<file path="src/rtl/serial_frame_transmitter_pkg.sv">
// Shared definitions for the serial frame transmitter.
//   state_e  : FSM state encoding (3-bit)
//   LineIdle : level driven on the serial line when no frame is in progress
package serial_frame_transmitter_pkg;

    typedef enum logic [2:0] {
        StIdle   = 3'd0,
        StStart  = 3'd1,
        StData   = 3'd2,
        StParity = 3'd3,
        StStop   = 3'd4
    } state_e;

    localparam logic LineIdle = 1'b1;

endpackage

</file>
<file path="src/rtl/parallel_in_serial_out_register.sv">
// Load/shift datapath: parallel load, right shift with zero fill, LSB presented on lsb_o.
//   clk_i   : clock
//   rst_ni  : asynchronous active-low reset, clears the register
//   load_i  : capture data_i (has priority over shift_i)
//   shift_i : shift right by one
//   data_i  : parallel word
//   lsb_o   : current least-significant bit
module parallel_in_serial_out_register #(
    parameter int unsigned Width = 4
) (
    input  logic             clk_i,
    input  logic             rst_ni,
    input  logic             load_i,
    input  logic             shift_i,
    input  logic [Width-1:0] data_i,
    output logic             lsb_o
);

    logic [Width-1:0] sr_q, sr_d;

    always_comb begin
        sr_d = sr_q;
        if (load_i) begin
            sr_d = data_i;
        end else if (shift_i) begin
            sr_d = {1'b0, sr_q[Width-1:1]};
        end
    end

    always_ff @(posedge clk_i or negedge rst_ni) begin
        if (!rst_ni) begin
            sr_q <= '0;
        end else begin
            sr_q <= sr_d;
        end
    end

    assign lsb_o = sr_q[0];

endmodule

</file>
<file path="src/rtl/serial_frame_transmitter.sv">
// Serial frame transmitter: start bit (0), DATA_WIDTH payload bits LSB first, optional
// even-parity bit, stop bit (1). Back-to-back frames are accepted during the stop bit.
//   clk      : clock
//   rst      : asynchronous active-low reset
//   in_data  : parallel word to transmit
//   in_valid : in_data offered this cycle
//   in_ready : word accepted on this edge if in_valid (IDLE or STOP)
//   data_out : registered serial line, idle high
//   busy     : frame in progress
//   tx_done  : high during the stop-bit cycle
module serial_frame_transmitter
    import serial_frame_transmitter_pkg::*;
#(
    parameter int unsigned DATA_WIDTH = 4,
    parameter bit          PARITY_EN  = 1'b1
) (
    input  logic                  clk,
    input  logic                  rst,
    input  logic [DATA_WIDTH-1:0] in_data,
    input  logic                  in_valid,
    output logic                  in_ready,
    output logic                  data_out,
    output logic                  busy,
    output logic                  tx_done
);

    localparam int unsigned CntW    = (DATA_WIDTH > 1) ? $clog2(DATA_WIDTH) : 1;
    localparam logic [CntW-1:0] LastBit = CntW'(DATA_WIDTH - 1);

    state_e            state_q, state_d;
    logic [CntW-1:0]   cnt_q, cnt_d;
    logic              parity_q, parity_d;
    logic              data_out_q, data_out_d;
    logic              accept;
    logic              load;
    logic              shift;
    logic              sr_lsb;

    assign in_ready = (state_q == StIdle) || (state_q == StStop);
    assign busy     = (state_q != StIdle);
    assign tx_done  = (state_q == StStop);
    assign data_out = data_out_q;
    assign accept   = in_valid && in_ready;

    always_comb begin
        state_d    = state_q;
        cnt_d      = cnt_q;
        parity_d   = parity_q;
        data_out_d = LineIdle;
        load       = accept;
        shift      = 1'b0;

        if (accept) begin
            parity_d = ^in_data;
        end

        unique case (state_q)
            StIdle: begin
                if (accept) state_d = StStart;
            end
            StStart: begin
                state_d = StData;
                cnt_d   = '0;
            end
            StData: begin
                if (cnt_q == LastBit) begin
                    state_d = PARITY_EN ? StParity : StStop;
                end else begin
                    cnt_d = cnt_q + 1'b1;
                end
            end
            StParity: begin
                state_d = StStop;
            end
            StStop: begin
                state_d = accept ? StStart : StIdle;
            end
            default: begin
                state_d = StIdle;
            end
        endcase

        // Line level is registered from the state being entered. Each shift happens on
        // the edge that puts the current LSB onto the line, so the next bit is ready.
        unique case (state_d)
            StStart:  data_out_d = 1'b0;
            StData: begin
                data_out_d = sr_lsb;
                shift      = 1'b1;
            end
            StParity: data_out_d = parity_q;
            default:  data_out_d = LineIdle;
        endcase
    end

    always_ff @(posedge clk or negedge rst) begin
        if (!rst) begin
            state_q    <= StIdle;
            cnt_q      <= '0;
            parity_q   <= 1'b0;
            data_out_q <= LineIdle;
        end else begin
            state_q    <= state_d;
            cnt_q      <= cnt_d;
            parity_q   <= parity_d;
            data_out_q <= data_out_d;
        end
    end

    parallel_in_serial_out_register #(
        .Width (DATA_WIDTH)
    ) u_piso (
        .clk_i   (clk),
        .rst_ni  (rst),
        .load_i  (load),
        .shift_i (shift),
        .data_i  (in_data),
        .lsb_o   (sr_lsb)
    );

endmodule

</file>
<file path="config.mk">
export PLATFORM = sky130hd
export DESIGN_NAME = serial_frame_transmitter
export DESIGN_NICKNAME = d
export VERILOG_FILES = /design/src/rtl/serial_frame_transmitter_pkg.sv /design/src/rtl/parallel_in_serial_out_register.sv /design/src/rtl/serial_frame_transmitter.sv
export SDC_FILE = /design/constraint.sdc
export NUM_CORES = 1
export LEC_CHECK = 0
export ABC_AREA = 1
export BUFFER_PORTS_ARGS = -buffer_cell sky130_fd_sc_hd__buf_2
export CAP_MARGIN = 20
export CORE_MARGIN = 10
export CORE_UTILIZATION = 25
export DETAILED_ROUTE_END_ITERATION = 8
export PLACE_DENSITY = 0.43
export RECOVER_POWER = 25
export SLEW_MARGIN = 10
export SYNTH_ARGS = -nofsm -noshare
export SYNTH_HDL_FRONTEND = slang
export SYNTH_HIERARCHICAL = 1
export SYNTH_SLANG_ARGS = --single-unit
</file>
<file path="constraint.sdc">
create_clock -name clk -period 1.5 [get_ports clk]
set_input_delay 0.15 -clock clk [delete_from_list [all_inputs] [get_ports clk]]
set_output_delay 0.15 -clock clk [all_outputs]
set_load 0.01 [all_outputs]
</file>
==> flow_summary.json, run 1 <==
{
  "slew_viol_final": 0,
  "critPathCaptureType": "register",
  "drtPass1Iterations": 2,
  "final.setup.tns_ps": 0,
  "worstHoldStart": "in_data[3]",
  "layout-drive-gt1-share_pct": 27.0,
  "ios": 11,
  "diodes": 0,
  "setup_viol_count_final": 0,
  "max-cap-violations": 0,
  "final-seq-area_um2": 277,
  "power_mw": 1.30,
  "syn_avg_cell_area_um2": 7.85,
  "synth.cell_area_um2": 581,
  "postCtsResizedCells": 0,
  "postCtsSetupBuffers": 0,
  "final_cell_mix": "nand2_1, nand3_1, dfrtp_1, buf_2, inv_1",
  "rsz0062_at_grt": "no",
  "cts.clk_slew.worst_paths_ps": 70,
  "wire_per_inst_um": 10.0,
  "crit_path_start": "cnt_q[0]",
  "crit_chain": "ha_1, inv_1, nand4_2, nand2_1, nor2_2, nand2_1, nand3_1",
  "yosysSeqAreaShare_pct": 47.6,
  "ys_seq_elements": 11,
  "gp_congestion": 0.725,
  "fp-row-count": 17,
  "ys_warn_count": 6,
  "peakVddDrop_mv": 0.636,
  "multiInputGateArea_um2": 263,
  "r2r-start": "cnt_q[0]",
  "drtIter0Drc": 15,
  "grt_pass1_wl_um": 2130,
  "die_area_um2": 4650,
  "min_period_over_period_pct": 88.4,
  "hold_path.class": "input port to register",
  "status": "completed",
  "clock_sinks": 11,
  "synth_nets": 82,
  "slew_headroom_pct": 59.1,
  "fillers": 253,
  "port_buffers": 10,
  "path_delay_family": "simple AND/OR/NAND/NOR gates",
  "grt_antenna_before_repair": 0,
  "htree_levels": 1,
  "cts_tree": "yes",
  "p_per_area_nw_per_um2": 1860,
  "critPathKind": "register to register",
  "power.leakage_nw": 0.369,
  "chipWidth_um": 68.2,
  "routed_via_density": 4.39,
  "drt.antenna.violating_nets": 0,
  "drt_wl_total_um": 1170,
  "grt_pass1_vias": 535,
  "fmax_mhz": 754,
  "synthCells": 74,
  "start_util_pct": 26.2,
  "nets": 98,
  "dp.cells": 112,
  "worst_slew_pin_slew_ps": 613,
  "worst-path-buf-inv": 1,
  "post-route-min-period_ps": 1330,
  "crit_slowest_cell": "dfrtp_1",
  "crit_path_max_fanout": 5,
  "grt_start_max_net_pins": 12,
  "crit_required_ps": 1650,
  "hold_ws_ps": 124,
  "hpwl_um": 976,
  "vias": 514,
  "cp-start-kind": "register",
  "cts_buffer_depth": 2,
  "cts_buffers": 3,
  "cts_root_buf": "clkbuf_4",
  "grt_usage_pct": 5.96,
  "hold_viol_final": 0,
  "synthToLayoutAreaGrowth_pct": 20.7,
  "cp_slowest_stage_delay_ps": 390,
  "die_h_um": 68.2,
  "synth_cell_types": 15,
  "worst_path_most_repeated_cell": "nand2_1",
  "final_cell_count_no_fill": 117,
  "core_um2": 2210,
  "worst_ep_arrival_time_ps": 1470,
  "worstSkewPairLatency_ps": 260,
  "clock_skew_ps": 0.893,
  "grt-ovfl-total": 0,
  "drcViolationCount": 0,
  "final_common_cell": "nand2_1"
}
[routing by layer]
metal  GRT usage, %  part of all wire, %  vias up  wire length (um)
li1               -                    -      272                 -
met1           6.40                   45      230               524
met2           9.77                   45       10               530
met3           2.61                  9.5        2               112
met4           3.02                 0.51        0                 6
met5              0                    0        -                 0
[power breakdown]
part	total, mW	internal, mW	switching [mW]	leakage (nW)
clock	0.195	0.103	0.0921	0.0150
combinational	0.573	0.215	0.357	0.216
sequential	0.534	0.442	0.0925	0.138
total	1.30	0.760	0.542	0.369
[kinds of logic after synthesis]
logic type                 count (synthesis)  synth area share (%)
AOI/OAI and AO/OA                          3                  2.59
adders and majority gates                  1                  2.15
buffers and inverters                     11                  7.11
DFF                                       11                  47.6
and+or+nand+nor                           48                  40.5
[final cells by class]
type                    count  share of cell area (%)
inverters                  11                    5.89
repair buffers             11                    8.39
clock buffers               4                    3.75
multi-input cells          52                    37.5
well taps                  28                    5.00
flip-flops and latches     11                    39.5
[registers in the layout, indices dropped and copies added (netlist names)]
register     flops
u_piso/sr_q      4
cnt_q            2
parity_q         1
data_out         1
state_q          3
[repair_timing]
| item | 4_1_cts | 5_1_grt |
|---|---|---|
| hold endpoints to repair | 10 | 0 |
| setup endpoints to repair | 0 | 0 |
| hold buffers | 1 | 0 |
[synth_stat cells]
cell     instances  share of area, %
nand2_1         25                16
nand3_1         12                10
dfrtp_1         10                43
inv_1            8               5.2
inv_2            3               1.9
nand3_2          3               5.2
nand2_2          2               2.2
nor2_2           2               2.2
nor3_1           2               1.7
o21ai_0          2               1.7
dfstp_2          1               4.5
ha_1             1               2.2
nand4_2          1               2.2
nor2_1           1              0.65
o21ai_1          1              0.86
[path summary, 6_finish.rpt]
path | end | slack (ps) | cells after the start
worst max-delay path | u_piso/sr_q[1] | 170 | 7
worst min-delay path | u_piso/sr_q[3] | 120 | 3
worst max register to register | u_piso/sr_q[1] | 170 | 7
worst min register to register | state_q[2] | 430 | 1
max in group asynchronous | u_piso/sr_q[1] | 690 | 2
min in group asynchronous | state_q[2] | 420 | 2
[worst reg2reg max path, cell delays in order (launching register included)]
cell and delay (ps):
dfrtp_1 390, ha_1 210, inv_1 100, nand4_2 150, nand2_1 170, nor2_2 80
nand2_1 60, nand3_1 60
[through the flow]
stage / utilization, % / worst slack (ps) / instance area, um2
floorplan: - / 282 / 581
CTS: 31.7 / 156 / 702
detailed placement: 30.1 / 168 / 666
global route: 31.7 / 30.6 / 701
global placement: 30.1 / 202 / 666
finish: 31.7 / 173 / 701
(Power assumes the default switching activity.)
==> run 2: changes to the inputs <==
--- a/config.mk
+++ b/config.mk
@@ -5,7 +5,6 @@
 export SDC_FILE = /design/constraint.sdc
 export NUM_CORES = 1
 export LEC_CHECK = 0
-export ABC_AREA = 1
 export BUFFER_PORTS_ARGS = -buffer_cell sky130_fd_sc_hd__buf_2
 export CAP_MARGIN = 20
 export CORE_MARGIN = 10
==> flow_summary.json, run 2 <==
{
  "status": "completed",
  "power.leakage_nw": 0.324,
  "synthTopCellsByArea": "dfrtp_1, mux2i_1, xnor2_1",
  "htree_levels": 1,
  "wire_per_inst_um": 11.6,
  "hpwl_um": 871,
  "cts_tree": "yes",
  "crit_path_start": "state_q[0]",
  "gp_congestion": 0.723,
  "worstSkewPairLatency_ps": 270,
  "vias": 441,
  "async_reset_ff_share_pct": 100,
  "hold_ws_ps": 116,
  "diodes": 0,
  "cts_buffers": 3,
  "hold_viol_final": 0,
  "synth_edf_count": 0,
  "synthFlopType": "dfrtp_1",
  "grt_pass1_vias": 436,
  "grt-ovfl-total": 0,
  "synth_top_area_cell": "dfrtp_1",
  "final_cell_mix": "dfrtp_1, buf_2, nand2_1, buf_4",
  "core_um2": 2230,
  "drt.antenna.violating_nets": 0,
  "cts_buffer_depth": 2,
  "r2r-start": "cnt_q[1]",
  "cp-start-kind": "register",
  "worst_ep_arrival_time_ps": 1300,
  "slew_viol_final": 0,
  "synth_top_area_share_pct": 42.6,
  "max-cap-violations": 0,
  "ys_seq_elements": 11,
  "die_area_um2": 4690,
  "worst_slew_pin_slew_ps": 596,
  "cts.clk_slew.worst_paths_ps": 70,
  "synth_nets": 63,
  "grt_start_max_net_pins": 12,
  "grt_antenna_before_repair": 0,
  "p_per_area_nw_per_um2": 2060,
  "synth_cell_types": 28,
  "crit_path_max_fanout": 6,
  "chipWidth_um": 68.5,
  "drtPass1Iterations": 2,
  "yosysSeqAreaShare_pct": 47.1,
  "die_h_um": 68.5,
  "min_period_over_period_pct": 96.6,
  "setup_viol_count_final": 0,
  "ios": 11,
  "largest_reg_flops": 4,
  "hold_path.class": "input port to register",
  "drtIter0Drc": 6,
  "post-route-min-period_ps": 1450,
  "port_buffers": 10,
  "reg_top3": "u_piso/sr_q x4, state_q x3, cnt_q x2",
  "slew_headroom_pct": 60.3,
  "synth.cell_area_um2": 587,
  "largest_register": "u_piso/sr_q",
  "drt_wl_total_um": 1170,
  "grt_pass1_wl_um": 1930,
  "synthToLayoutAreaGrowth_pct": 24.7,
  "power_mw": 1.51,
  "layout-drive-gt1-share_pct": 35.6,
  "worstHoldStart": "in_data[2]",
  "drcViolationCount": 0,
  "synthCells": 55,
  "routed_via_density": 4.37,
  "clock_skew_ps": 2.13,
  "synth_common_cells": "dfrtp_1, nand2_1",
  "critPathCaptureType": "output pin",
  "crit_required_ps": 1350,
  "syn_avg_cell_area_um2": 10.7,
  "clock_sinks": 11,
  "fmax_mhz": 690,
  "critPathKind": "register to output pin",
  "nets": 82,
  "grt_usage_pct": 5.50,
  "post-synth-top-count-cell": "dfrtp_1",
  "rsz0062_at_grt": "yes",
  "cts_root_buf": "clkbuf_4",
  "ys_warn_count": 6,
  "fp-row-count": 17,
  "start_util_pct": 26.3,
  "peakVddDrop_mv": 0.838
}
[run 2: cell count changes after synthesis, sizes merged, moves of 3 or more]
cell / previous run / this run
nand3: 15 / 0
inv: 11 / 1
o21ai: 3 / 6
mux2i: 0 / 4
nand2: 27 / 5
xnor2: 0 / 4
[run 2: what timing repair did]
item / in CTS / in global routing
resized for setup: 0 / 3
endpoints found under the setup margin: 0 / 4
hold buffers: 1 / 0
buffers inserted: 0 / 1
hold endpoints to repair: 10 / 0
[run 2: logic make-up (layout without fill, tap and decap cells)]
logic type	count (synthesis)	in the layout	synth area share (%)
simple gates	19	19	19.8
buf+inv	4	22	5.33
flops	11	11	47.1
xor+xnor	4	4	5.97
fa+ha+maj	1	1	2.13
mux	4	4	6.82
compound gates	12	12	12.8
[run 2: through the flow]
stage	utilization (%)	TNS, ps	worst slack (ps)	instance area (um2)	std cells
4_1_cts	32.2	0	10.1	719	100
6_report	32.8	0	50.8	732	101
3_5_place_dp	30.6	0	71.4	683	95
3_3_place_gp	30.6	0	76.7	683	95
2_1_floorplan	-	0	50.8	587	55
5_1_grt	32.8	-111	-49.1	732	101
[run 2: critical path: stages (launching register included)]
cell and delay, ps:
dfrtp_2 440, buf_4 160, or3_1 290, buf_2 140
[run 2: final timing paths]
check / slack (ps) / cells past startpoint / to
setup / recovery: 50 / 3 / busy
hold / removal: 120 / 3 / u_piso/sr_q[2]
setup reg to reg: 110 / 7 / u_piso/sr_q[1]
hold reg to reg: 500 / 2 / parity_q
max in group asynchronous: 690 / 2 / state_q[0]
min in group asynchronous: 390 / 2 / cnt_q[0]
[run 2: where the power goes]
part           switching (mW)  internal, mW
Sequential              0.126         0.447
Combinational           0.343         0.391
Clock                  0.0984         0.103
[run 2: layout make-up]
cell class,instances,area (um2)
sequential,11,278
clock buffer,4,26.3
timing repair buffer,16,96.3
tap,28,35.0
inverter,2,12.5
multi-input combinational,40,284
fill,250,1500
[run 2: routing by layer]
layer	global-route usage, %	vias to the layer above	routed length, um
met5	0	-	0
li1	-	231	-
met2	7.95	13	513
met3	4.24	2	120
met4	1.51	0	6
met1	6.16	195	526
==> run 3: changes to the inputs <==
--- a/config.mk
+++ b/config.mk
@@ -10,7 +10,7 @@
 export CORE_MARGIN = 10
 export CORE_UTILIZATION = 25
 export DETAILED_ROUTE_END_ITERATION = 8
-export PLACE_DENSITY = 0.43
+export PLACE_DENSITY = 0.45
 export RECOVER_POWER = 25
 export SLEW_MARGIN = 10
 export SYNTH_ARGS = -nofsm -noshare
==> constraint.sdc (replaced) <==
create_clock -name clk -period 1.3 [get_ports clk]
set_input_delay 0.13 -clock clk [delete_from_list [all_inputs] [get_ports clk]]
set_output_delay 0.13 -clock clk [all_outputs]
set_load 0.01 [all_outputs]
==> flow_summary.json, run 3 (synthesized netlist as in run 2, its figures left out) <==
{
  "power.leakage_nw": 0.424,
  "start_util_pct": 26.3,
  "ios": 11,
  "fp-row-count": 17,
  "grt_usage_pct": 6.95,
  "synthToLayoutAreaGrowth_pct": 56.9,
  "diodes": 0,
  "cp-start-kind": "register",
  "gp_congestion": 0.742,
  "grt_antenna_before_repair": 0,
  "die_h_um": 68.5,
  "p_sw_uw": 827,
  "wire_per_inst_um": 12.2,
  "cts_tree": "yes",
  "cts_buffer_depth": 2,
  "vias": 518,
  "final-seq-area_um2": 278,
  "cts.clk_slew.worst_paths_ps": 70,
  "final_cell_mix": "buf_4, dfrtp_1, buf_2, buf_6",
  "die_area_um2": 4690,
  "slew_viol_final": 0,
  "hold_path.class": "input port to register",
  "p_int_mw": 1.46,
  "grt_start_max_net_pins": 12,
  "clock_skew_ps": 2.83,
  "critPathCaptureType": "register",
  "cts_root_buf": "clkbuf_4",
  "final_area_um2": 921,
  "layout-drive-gt1-share_pct": 53.3,
  "setup_viol_count_final": 10,
  "worst_ep_arrival_time_ps": 1590,
  "clockPowerShare_pct": 10.4,
  "chipWidth_um": 68.5,
  "clock_sinks": 11,
  "max-cap-violations": 0,
  "hold_viol_final": 0,
  "port_buffers": 10,
  "peakVddDrop_mv": 1.08,
  "critPathKind": "register to register",
  "hpwl_um": 949,
  "drtPass1Iterations": 2,
  "grt_pass1_vias": 568,
  "multiInputGateArea_um2": 325,
  "slew_headroom_pct": 59.8,
  "final.setup.tns_ps": -644,
  "largest_reg_flops": 4,
  "status": "finished with violations",
  "combPwrFrac_pct": 61.4,
  "post-route-min-period_ps": 1440,
  "core_um2": 2230,
  "grt-ovfl-total": 0,
  "reg_top3": "u_piso/sr_q x4, state_q x3, cnt_q x2",
  "worstSkewPairLatency_ps": 270,
  "drt.antenna.violating_nets": 0,
  "drt_wl_total_um": 1450,
  "drtIter0Drc": 22,
  "crit_required_ps": 1450,
  "rsz0062_at_grt": "yes",
  "crit_path_max_fanout": 4,
  "placed_cell_area_um2": 721,
  "routed_via_density": 4.39,
  "largest_register": "u_piso/sr_q",
  "violations": "setup timing",
  "drcViolationCount": 0,
  "min_period_over_period_pct": 111,
  "htree_levels": 1,
  "p_per_area_nw_per_um2": 2480,
  "setup_ws_ps": -137,
  "grt_pass1_wl_um": 2440,
  "fmax_mhz": 696,
  "swShare_pct": 36.2,
  "nets": 99,
  "cts_buffers": 3,
  "final_common_cell": "buf_4",
  "worst_slew_pin_slew_ps": 603,
  "fillers": 232,
  "pwr-share-seq_pct": 28.2
}
run 3: cell type report:
cell class,instances,area share [%]
repair buffers,32,26.0
repair inverters,1,0.543
multi-input cells,40,35.3
clock buffers,4,2.85
inverters,2,1.36
flip-flops and latches,11,30.2
well taps,28,3.80
run 3: power by group through the flow:
stage / Sequential [mW] / Clock (mW) / Combinational, mW
6_report: 0.645 / 0.237 / 1.40
3_5_place_dp: 0.644 / 0 / 0.934
2_1_floorplan: 0.605 / 0 / 0.670
3_3_place_gp: 0.646 / 0 / 0.929
5_1_grt: 0.664 / 0.273 / 1.54
4_1_cts: 0.620 / 0.248 / 1.20
run 3: repair_timing:
item | in CTS | in global routing
setup buffers | 8 | 5
cloned | 1 | 0
pin swaps | 3 | 6
resized for setup | 7 | 9
hold buffers | 1 | 0
endpoints found under the hold margin | 11 | 0
setup endpoints to repair | 9 | 11
run 3: metrics by stage:
stage                     instances  hold WS (ps)  setup slack [ps]  utilization [%]  total power [mW]
after floorplan                  55          -166             -26.0                -              1.28
after CTS                       113          91.7              -122             37.8              2.07
after global routing            118           105              -238             41.2              2.48
after detailed placement         99          17.5              -149             32.3              1.58
after global placement           99          18.4             -93.8             32.3              1.58
final                           118           102              -137             41.2              2.28
run 3: worst max-delay path, stage by stage (launching register included):
cell     delay (ps)
dfrtp_1         420
ha_4            190
nor2_4           90
mux2i_1          80
nor2_2          230
mux2i_1         230
o21ai_1          80
run 3: worst paths after layout:
| check | startpoint | endpoint | slack (ps) | cells after the start |
|---|---|---|---|---|
| min | in_data[3] | u_piso/sr_q[3] | 100 | 3 |
| max in group asynchronous | rst | state_q[2] | 500 | 2 |
| min in group asynchronous | rst | u_piso/sr_q[1] | 380 | 2 |
| min reg2reg | parity_q | parity_q | 510 | 2 |
| max reg2reg | cnt_q[1] | u_piso/sr_q[2] | -140 | 6 |
| max | cnt_q[1] | u_piso/sr_q[2] | -140 | 6 |
run 3: per-layer routing:
metal  GRT usage (%)  vias up  share of wire [%]
met5               0        -                  0
met3            1.96        2                4.3
met4            3.77        0               0.62
li1                -      265                  -
met2            11.5       10                 52
met1            7.84      241                 43
